**src/rtl/tt_um_quick_cpu.sv**
```systemverilog
// tt_um_quick_cpu: 8-bit accumulator CPU packaged as a TinyTapeout user tile.
// The program and its data share one 32x8 RAM, so code can modify itself.
// Each instruction takes two cycles: FETCH, then EXEC.
//   clk      rising-edge system clock
//   rst_n    reset pin; internally rst = ~rst_n, synchronous, active-high
//   ena      tile enable (ignored)
//   ui_in    data read by the IN instruction
//   uo_out   output register, written by OUT
//   uio_in   unused
//   uio_out  status: [4:0] pc, [5] zero, [6] state (1 = exec), [7] halted
//   uio_oe   tied to 8'hFF

// RAM with asynchronous reads and a synchronous write. The power-up contents
// hold the default program.
//   clk              write clock
//   we/waddr/wdata   write port
//   raddr_a/rdata_a  instruction read port
//   raddr_b/rdata_b  operand read port
module quick_cpu_ram #(
    parameter int unsigned MEM_DEPTH = 32
) (
    input  logic       clk,
    input  logic       we,
    input  logic [4:0] waddr,
    input  logic [7:0] wdata,
    input  logic [4:0] raddr_a,
    output logic [7:0] rdata_a,
    input  logic [4:0] raddr_b,
    output logic [7:0] rdata_b
);
    // Power-up image: LDI 0 / OUT / ADD 31 / JMP 1, with constant 1 at word 31.
    logic [7:0] data [0:MEM_DEPTH-1] = '{
        0:       8'hC0,
        1:       8'hE0,
        2:       8'h3F,
        3:       8'h81,
        31:      8'h01,
        default: 8'h00
    };

    assign rdata_a = data[raddr_a];
    assign rdata_b = data[raddr_b];

    always_ff @(posedge clk) begin
        if (we) begin
            data[waddr] <= wdata;
        end
    end
endmodule

// Memory wrapper. It gives the RAM array the stable hierarchical path m.m.data.
// Its ports pass straight through to the RAM.
module quick_cpu_mem #(
    parameter int unsigned MEM_DEPTH = 32
) (
    input  logic       clk,
    input  logic       we,
    input  logic [4:0] waddr,
    input  logic [7:0] wdata,
    input  logic [4:0] raddr_a,
    output logic [7:0] rdata_a,
    input  logic [4:0] raddr_b,
    output logic [7:0] rdata_b
);
    quick_cpu_ram #(.MEM_DEPTH(MEM_DEPTH)) m (
        .clk     (clk),
        .we      (we),
        .waddr   (waddr),
        .wdata   (wdata),
        .raddr_a (raddr_a),
        .rdata_a (rdata_a),
        .raddr_b (raddr_b),
        .rdata_b (rdata_b)
    );
endmodule

module tt_um_quick_cpu #(
    parameter int unsigned MEM_DEPTH = 32
) (
    input  logic       clk,
    input  logic       rst_n,
    input  logic       ena,
    input  logic [7:0] ui_in,
    output logic [7:0] uo_out,
    input  logic [7:0] uio_in,
    output logic [7:0] uio_out,
    output logic [7:0] uio_oe
);
    typedef enum logic {
        FETCH = 1'b0,
        EXEC  = 1'b1
    } state_t;

    localparam logic [2:0] OP_LDA = 3'd0;
    localparam logic [2:0] OP_ADD = 3'd1;
    localparam logic [2:0] OP_SUB = 3'd2;
    localparam logic [2:0] OP_STA = 3'd3;
    localparam logic [2:0] OP_JMP = 3'd4;
    localparam logic [2:0] OP_JZ  = 3'd5;
    localparam logic [2:0] OP_LDI = 3'd6;
    localparam logic [2:0] OP_SYS = 3'd7;

    localparam logic [4:0] SYS_OUT = 5'd0;
    localparam logic [4:0] SYS_IN  = 5'd1;
    localparam logic [4:0] SYS_HLT = 5'd2;

    logic       rst;
    logic [4:0] pc;
    logic [7:0] ir;
    logic [7:0] acc;
    logic [7:0] out_reg;
    state_t     state;
    logic       halted;

    logic [4:0] pc_d;
    logic [7:0] ir_d;
    logic [7:0] acc_d;
    logic [7:0] out_d;
    state_t     state_d;
    logic       halted_d;
    logic       mem_we;

    logic [2:0] op;
    logic [4:0] arg;
    logic [7:0] fetch_word;
    logic [7:0] operand;
    logic       zero;

    logic       unused_ok;

    assign rst       = ~rst_n;
    assign op        = ir[7:5];
    assign arg       = ir[4:0];
    assign zero      = (acc == 8'd0);
    assign unused_ok = &{1'b0, ena, uio_in};

    // Suppress the write on a reset edge so that reset aborts a pending STA.
    quick_cpu_mem #(.MEM_DEPTH(MEM_DEPTH)) m (
        .clk     (clk),
        .we      (mem_we & ~rst),
        .waddr   (arg),
        .wdata   (acc),
        .raddr_a (pc),
        .rdata_a (fetch_word),
        .raddr_b (arg),
        .rdata_b (operand)
    );

    // State register
    always_ff @(posedge clk) begin
        if (rst) begin
            pc      <= 5'd0;
            ir      <= 8'd0;
            acc     <= 8'd0;
            out_reg <= 8'd0;
            state   <= FETCH;
            halted  <= 1'b0;
        end else begin
            pc      <= pc_d;
            ir      <= ir_d;
            acc     <= acc_d;
            out_reg <= out_d;
            state   <= state_d;
            halted  <= halted_d;
        end
    end

    // Next-state and instruction execution. While halted, all state holds.
    always_comb begin
        pc_d     = pc;
        ir_d     = ir;
        acc_d    = acc;
        out_d    = out_reg;
        state_d  = state;
        halted_d = halted;
        mem_we   = 1'b0;
        if (!halted) begin
            unique case (state)
                FETCH: begin
                    ir_d    = fetch_word;
                    pc_d    = pc + 5'd1;
                    state_d = EXEC;
                end
                EXEC: begin
                    state_d = FETCH;
                    case (op)
                        OP_LDA: acc_d = operand;
                        OP_ADD: acc_d = acc + operand;
                        OP_SUB: acc_d = acc - operand;
                        OP_STA: mem_we = 1'b1;
                        OP_JMP: pc_d = arg;
                        OP_JZ: begin
                            if (zero) begin
                                pc_d = arg;
                            end
                        end
                        OP_LDI: acc_d = {3'b000, arg};
                        OP_SYS: begin
                            case (arg)
                                SYS_OUT: out_d    = acc;
                                SYS_IN:  acc_d    = ui_in;
                                SYS_HLT: halted_d = 1'b1;
                                default: ;
                            endcase
                        end
                        default: ;
                    endcase
                end
                default: ;
            endcase
        end
    end

    assign uo_out  = out_reg;
    assign uio_out = {halted, state == EXEC, zero, pc};
    assign uio_oe  = 8'hFF;
endmodule

```
**config.mk**
```make
export PLATFORM = sky130hd
export DESIGN_NAME = tt_um_quick_cpu
export DESIGN_NICKNAME = d
export VERILOG_FILES = /design/src/rtl/tt_um_quick_cpu.sv
export SDC_FILE = /design/constraint.sdc
export NUM_CORES = 1
export LEC_CHECK = 0
export CELL_PAD_IN_SITES_DETAIL_PLACEMENT = 1
export CELL_PAD_IN_SITES_GLOBAL_PLACEMENT = 1
export CORE_MARGIN = 2
export CORE_UTILIZATION = 48
export CTS_CLUSTER_DIAMETER = 50
export DETAILED_ROUTE_END_ITERATION = 10
export PLACE_DENSITY = 0.73
export SYNTH_ARGS = -nofsm -noshare
export SYNTH_HDL_FRONTEND = slang
export SYNTH_SLANG_ARGS = --single-unit
```
**constraint.sdc**
```tcl
create_clock -name clk -period 3.5 [get_ports clk]
set_input_delay 0.7 -clock clk [delete_from_list [all_inputs] [get_ports clk]]
set_output_delay 0.7 -clock clk [all_outputs]
set_load 0.005 [all_outputs]
```
Yosys cells after proc, flatten, opt, wreduce, memory -nomap -nowiden
Memory sizes are Yosys's and may differ from the RTL's. A register that Yosys moved wholly into a read port is not among the register bits.
Index checks and enable logic that the tools add are counted.
- equality and inequality tests: 12
- reductions and logical operators: 9
- bitwise operators: 3
- mux-type cells: 15
- add/subtract/negate cells: 3
- operators with widths (operator ; number):
    $pmux W8 S5 ; 1
    $pmux W5 S2 ; 2
    $eq A3 B3 Y1 const B ; 4
    $mux W1 ; 9
    $add A8 B8 Y8 ; 1
    $logic_not A8 Y1 ; 1
    $mux W8 ; 1
    $reduce_and A4 Y1 ; 2
    $sub A8 B8 Y8 ; 1
    $eq A3 B2 Y1 const B ; 2
    $add A5 B1 Y5 const B ; 1
    $eq A5 B1 Y1 const B ; 1
    $eq A5 B2 Y1 const B ; 1
    $logic_not A5 Y1 ; 1
    $mux W5 ; 1
    $reduce_bool A5 Y1 ; 1
    $eq A3 B1 Y1 const B ; 1
    $logic_not A3 Y1 ; 1
    $ne A3 B1 Y1 const B ; 1
    $ne A3 B3 Y1 const B ; 1
    $reduce_and A3 Y1 ; 1
    $ne A2 B1 Y1 const B ; 1
    $not A1 Y1 ; 2
    $pmux W1 S2 ; 1
    other kinds (3) ; 3
- memory bits (writable): 256
- register bits after elaboration: 23
- memories kept: 1
- bits of input ports: 19
- word-level logic and storage cells: 48
- memory list (memory ; words ; bits a word ; read ports ; clocked after Yosys merged registers in ; write ports ; line ; text):
    m.m.data ; 32 ; 8 ; 2 ; 1 ; 1 ; 32 ; logic [7:0] data [0:MEM_DEPTH-1] = '{

Depth between registers and ports, before layout
- depth after elaboration: 7
- mapped depth: 19
- gate-level depth less buffers: 17

Cells and area by module
A second synthesis with hierarchy kept.
- cells, all modules: 806
- area total of the unflattened synthesis: 14177.3 um^2
- by module, submodules not included (module ; sequential area each (um^2) ; area each (um^2) ; cells each ; times used):
    quick_cpu_ram ; 7687.4 ; 11887.7 ; 516 ; 1
    tt_um_quick_cpu ; 620.6 ; 2289.7 ; 290 ; 1

Least setup slack after synthesis
Ideal clock, no wire load.
- path type: flip-flop to flip-flop
- start: register ir[1] (read register of m.m.data)
- end: register acc[7]
- path buffers: 2
- stages on the path, launching flop included: 19
- arrival time: 3.575 ns
- library setup time: 0.135 ns
- clock period less this slack: 3.709 ns
- data required time: 3.365 ns
- setup slack: -0.209 ns
- cell sequence: dfxtp_1 > buf_2 > buf_1 > mux2i_1 > o22ai_1 > nor4_1 > nand2_1 > inv_1 > ha_1 > mux2i_1 > ha_1 > a21o_1 > a21o_1 > a21o_1 > nand2_1 > a21oi_1 > xnor2_1 > a221oi_1 > o32ai_2
- cells in the longest elaborated chain, start to end: 3
- ends and longest elaborated chain (element ; line ; text):
    from (decl) ; 109 ; logic [7:0] ir;
    $mem_v2 Z32 W8 / $eq A5 B1 Y1 (equally long branches) ; n/a ;
    $sub A8 B8 Y8, or another cell as far along ; 189 ; OP_SUB: acc_d = acc - operand;
    $pmux W8 S5 / $reduce_and A4 Y1 (equally long branches) ; n/a ;
    to (signal assigned) ; 154 ; acc <= 8'd0;
    to (signal assigned) ; 161 ; acc <= acc_d;
    to (decl) ; 110 ; logic [7:0] acc;
Parallel ways exist; a longest one is shown, timed or not.
A chain may end at the register's enable or synchronous reset.

Final worst setup path
Same ends and word-level chain as after synthesis.

==> results.md <==
* Status: finished with violations
* Failing checks: setup timing
* Clock net sink count at 287
* Crit-path max cell delay at 380 ps
* Initial Utilization at 0.490
* Worst Path Class, Setup: flip-flop to flip-flop
* Hold_buf cts at 0
* Fraction of registers with async set/reset at 0
* Vias at 9687
* DP HPWL at 31700 um
* Final setup violating endpoints at 5
* Main flop type after synthesis: edfxtp_1
* Slew Limit Fails at 0
* Worst Setup End Kind: flip-flop
* Full die area at 0.0307 mm^2
* Wire length per cell at 30.7 um
* Register-to-register setup slack at -280 ps
* Global-route wire length before repair at 67000 um
* Unrepaired setup endpoints after global routing: true
* Post-synth design cell area at around 0.014 mm^2
* Syn Area/Cell at 15.4 um^2
* Fin cells at 1515
* Pin count of the biggest net entering global routing at 70
* Clock buffer depth at 3
* GR Overflow Total at 0
* Final worst slack at -277 ps
* I/O Buffers at 25
* HP Class: flip-flop to flip-flop
* Post-synthesis sequential area ratio at 0.590
* Antenna diode count at 0
* Total routed wirelength at between 40000 and 50000 um
* Worst vdd ir at between 400 and 500 uV
* Syn Inst Count at 916
* Die width at 175 um
* Final nets at between 1000 and 1500
* All-Layer GR Usage at 0.302
* Htree depth at 2
* Number of synthesized flops with an enable pin at 256
* Fin crit period at about 3800 ps
* Post-Route Skew at around 16 ps
* CTS tree: built
* Worst Path Arrival at 4170 ps
* Site Rows at slightly above 60
* Yosys reg bits at 287
* Fillers at 2639
* Fin area at between 0.015 and 0.02 mm^2
* Area grow syn2layout at 26.7%
* Crit path cell chain: buf_12 > buf_12 > buf_16 > mux2i_1 > o22ai_1 > nor4_4 > nand4_1 > buf_4 > o31ai_4 > xor2_1 > ha_1 > or2_4 > a21oi_2 > a21oi_2 > xnor2_1 > a221oi_2 > o32ai_2
* Pre-CTS WS at -586 ps
* Final hold slack at ~520 ps
* Root buffer cell: clkbuf_16
* Slew HR at 0.262
* Vias in the first global route at roughly 10000
* Initial DRC Count at ~1300
* Crit share post-route at 1.08
* IO Pins at 43
* Max Freq at 265 MHz
* Maximum fanout along the worst path at 11
* Initial antenna violation count at 0
* Pwr Density at 587 mW/mm^2
* Placed insts at approximately 1400
* Clk slew on worst S/H paths at 50 ps
* Crit start category: flip-flop
* Yosys warns at 0
* Clk_lat worst skew at 520 ps
* Core footprint at approximately 0.029 mm^2
* Detail Route Antenna Nets at 0
* Static leakage at 6.33 nW
* Routability cong. at 1.01
* Netlist cell types at 57
* Remaining DRCs at 0
* Measured slew at the worst slew-check pin at roughly 1100 ps
* Die height at around 180 um
* Share of cells above drive strength 1 at 0.379
* CTS buffer count at 35
* Critical path's slowest cell: dfxtp_4
* Final hold violation count at 0
* Max Cap Viol at 0
* Area post-placement at 0.0159 mm^2
* Overall power at 10.5 mW
* Via density at between 6 and 7
* Pre-Repair DR Iteration Count at 5
* CP required at 3890 ps
-- cell families (layout without fill, tap and decap cells) --
kind of cell / Yosys count / count (layout) / synth area share
xor gates and xnor gates: 15 / 15 / 0.00932
AOI/OAI and AO/OA: 121 / 121 / 0.0597
buffers and inverters: 96 / 304 / 0.0321
adders and majority gates: 10 / 10 / 0.00941
DFF: 287 / 287 / 0.590
and+or+nand+nor: 162 / 162 / 0.0624
other: 1 / 8 / 0.000266
muxes: 224 / 224 / 0.237
-- power by group --
group	internal (mW)	leakage [nW]	total, mW	switching (mW)
Sequential	3.87	2.61	3.91	0.0477
Clock	2.16	0.557	3.58	1.41
Combinational	1.44	3.17	2.98	1.55
Total	7.47	6.33	10.5	3.01
-- placed cells by master (no fill, tap or decap), drive strengths merged, types with 6 or more instances in the layout --
cell type,n
xnor2,10
ha,9
conb,8
clkbuf,46
nand2,30
mux2i,135
o21ai,12
inv,18
dfxtp,31
buf,199
edfxtp,256
nor2b,14
o22ai,61
nor2,53
nand3,8
a21oi,8
nor4,15
clkinv,13
mux4,88
o211a,12
clkdlybuf4s50,25
a21o,6
-- cell type report --
type	instances	area [um^2]	share of cell area
Sequential cell	287	8320	0.466
Multi-Input combinational cell	540	5870	0.329
Timing Repair Buffer	225	1970	0.110
Clock buffer	45	956	0.0535
Tap cell	384	480	0.0269
Clock inverter	15	181	0.0102
Inverter	19	71.3	0.00399
-- synthesized netlist by cell type (all sizes together) (2+ instances only) --
library cell	number	area [um^2]
a21o	6	45.0
a21oi	8	40.0
a221oi	5	43.8
a22o	2	17.5
a31oi	4	25.0
and2	2	12.5
and3	3	18.8
buf	41	245
clkbuf	36	135
clkinv	2	7.51
dfxtp	31	621
edfxtp	256	7690
ha	9	113
inv	17	63.8
mux2i	135	1350
mux4	88	1980
nand2	30	113
nand3	8	40.0
nand3b	3	22.5
nand4	5	31.3
nand4b	4	47.6
nand4bb	4	45.0
nor2	53	199
nor2b	14	87.6
nor3	4	20.0
nor4	15	93.8
o211a	12	120
o21ai	12	60.1
o22ai	61	382
o31ai	2	15.0
o32ai	2	25.0
or3b	3	26.3
or4	5	41.3
or4b	4	40.0
or4bb	2	22.5
xnor2	10	87.6
xor2	5	43.8
-- critical path: cells and delay by family, from the launching register on --
kind	cells	cell delay [ps]
AND/OR/NAND/NOR	3	710
AO/OA/AOI/OAI	6	1080
multiplexers	1	300
XOR/XNOR	2	340
flip-flops	1	380
buffers and inverters	4	580
adder cells (fa/ha/maj)	1	270
-- registers in the layout, indices dropped and copies added (netlist names) --
name,cells
pc,5
ir,8
halted,1
state,1
uo_out,8
acc,8
m.m.data,256
-- final timing paths --
kind	from	to	cells past startpoint
max	ir[1]	acc[7]	17
min	uo_out[7]	uo_out[7]	2
max reg2reg	ir[1]	acc[7]	17
min reg2reg	uo_out[7]	uo_out[7]	2
-- timing repair --
item,CTS,global route
cloned,1,1
setup endpoints to repair,7,6
gates resized for setup,49,67
pin swaps,6,36
setup buffers,5,18
-- through the flow --
stage / util / setup TNS (ps)
6_report: 0.620 / -810
4_1_cts: 0.603 / -782
3_5_place_dp: 0.552 / -2520
2_1_floorplan: - / 0
3_3_place_gp: 0.552 / -1800
5_1_grt: 0.620 / -1720
-- metal layers --
metal / global-route usage / routed length (um) / up-vias
met1: 0.408 / 18300 / 5015
met2: 0.490 / 22400 / 495
met4: 0.113 / 1910 / 0
met3: 0.0574 / 4010 / 110
met5: 0 / 0 / -
li1: - / - / 4067
Power figures use the tool's default switching activity.
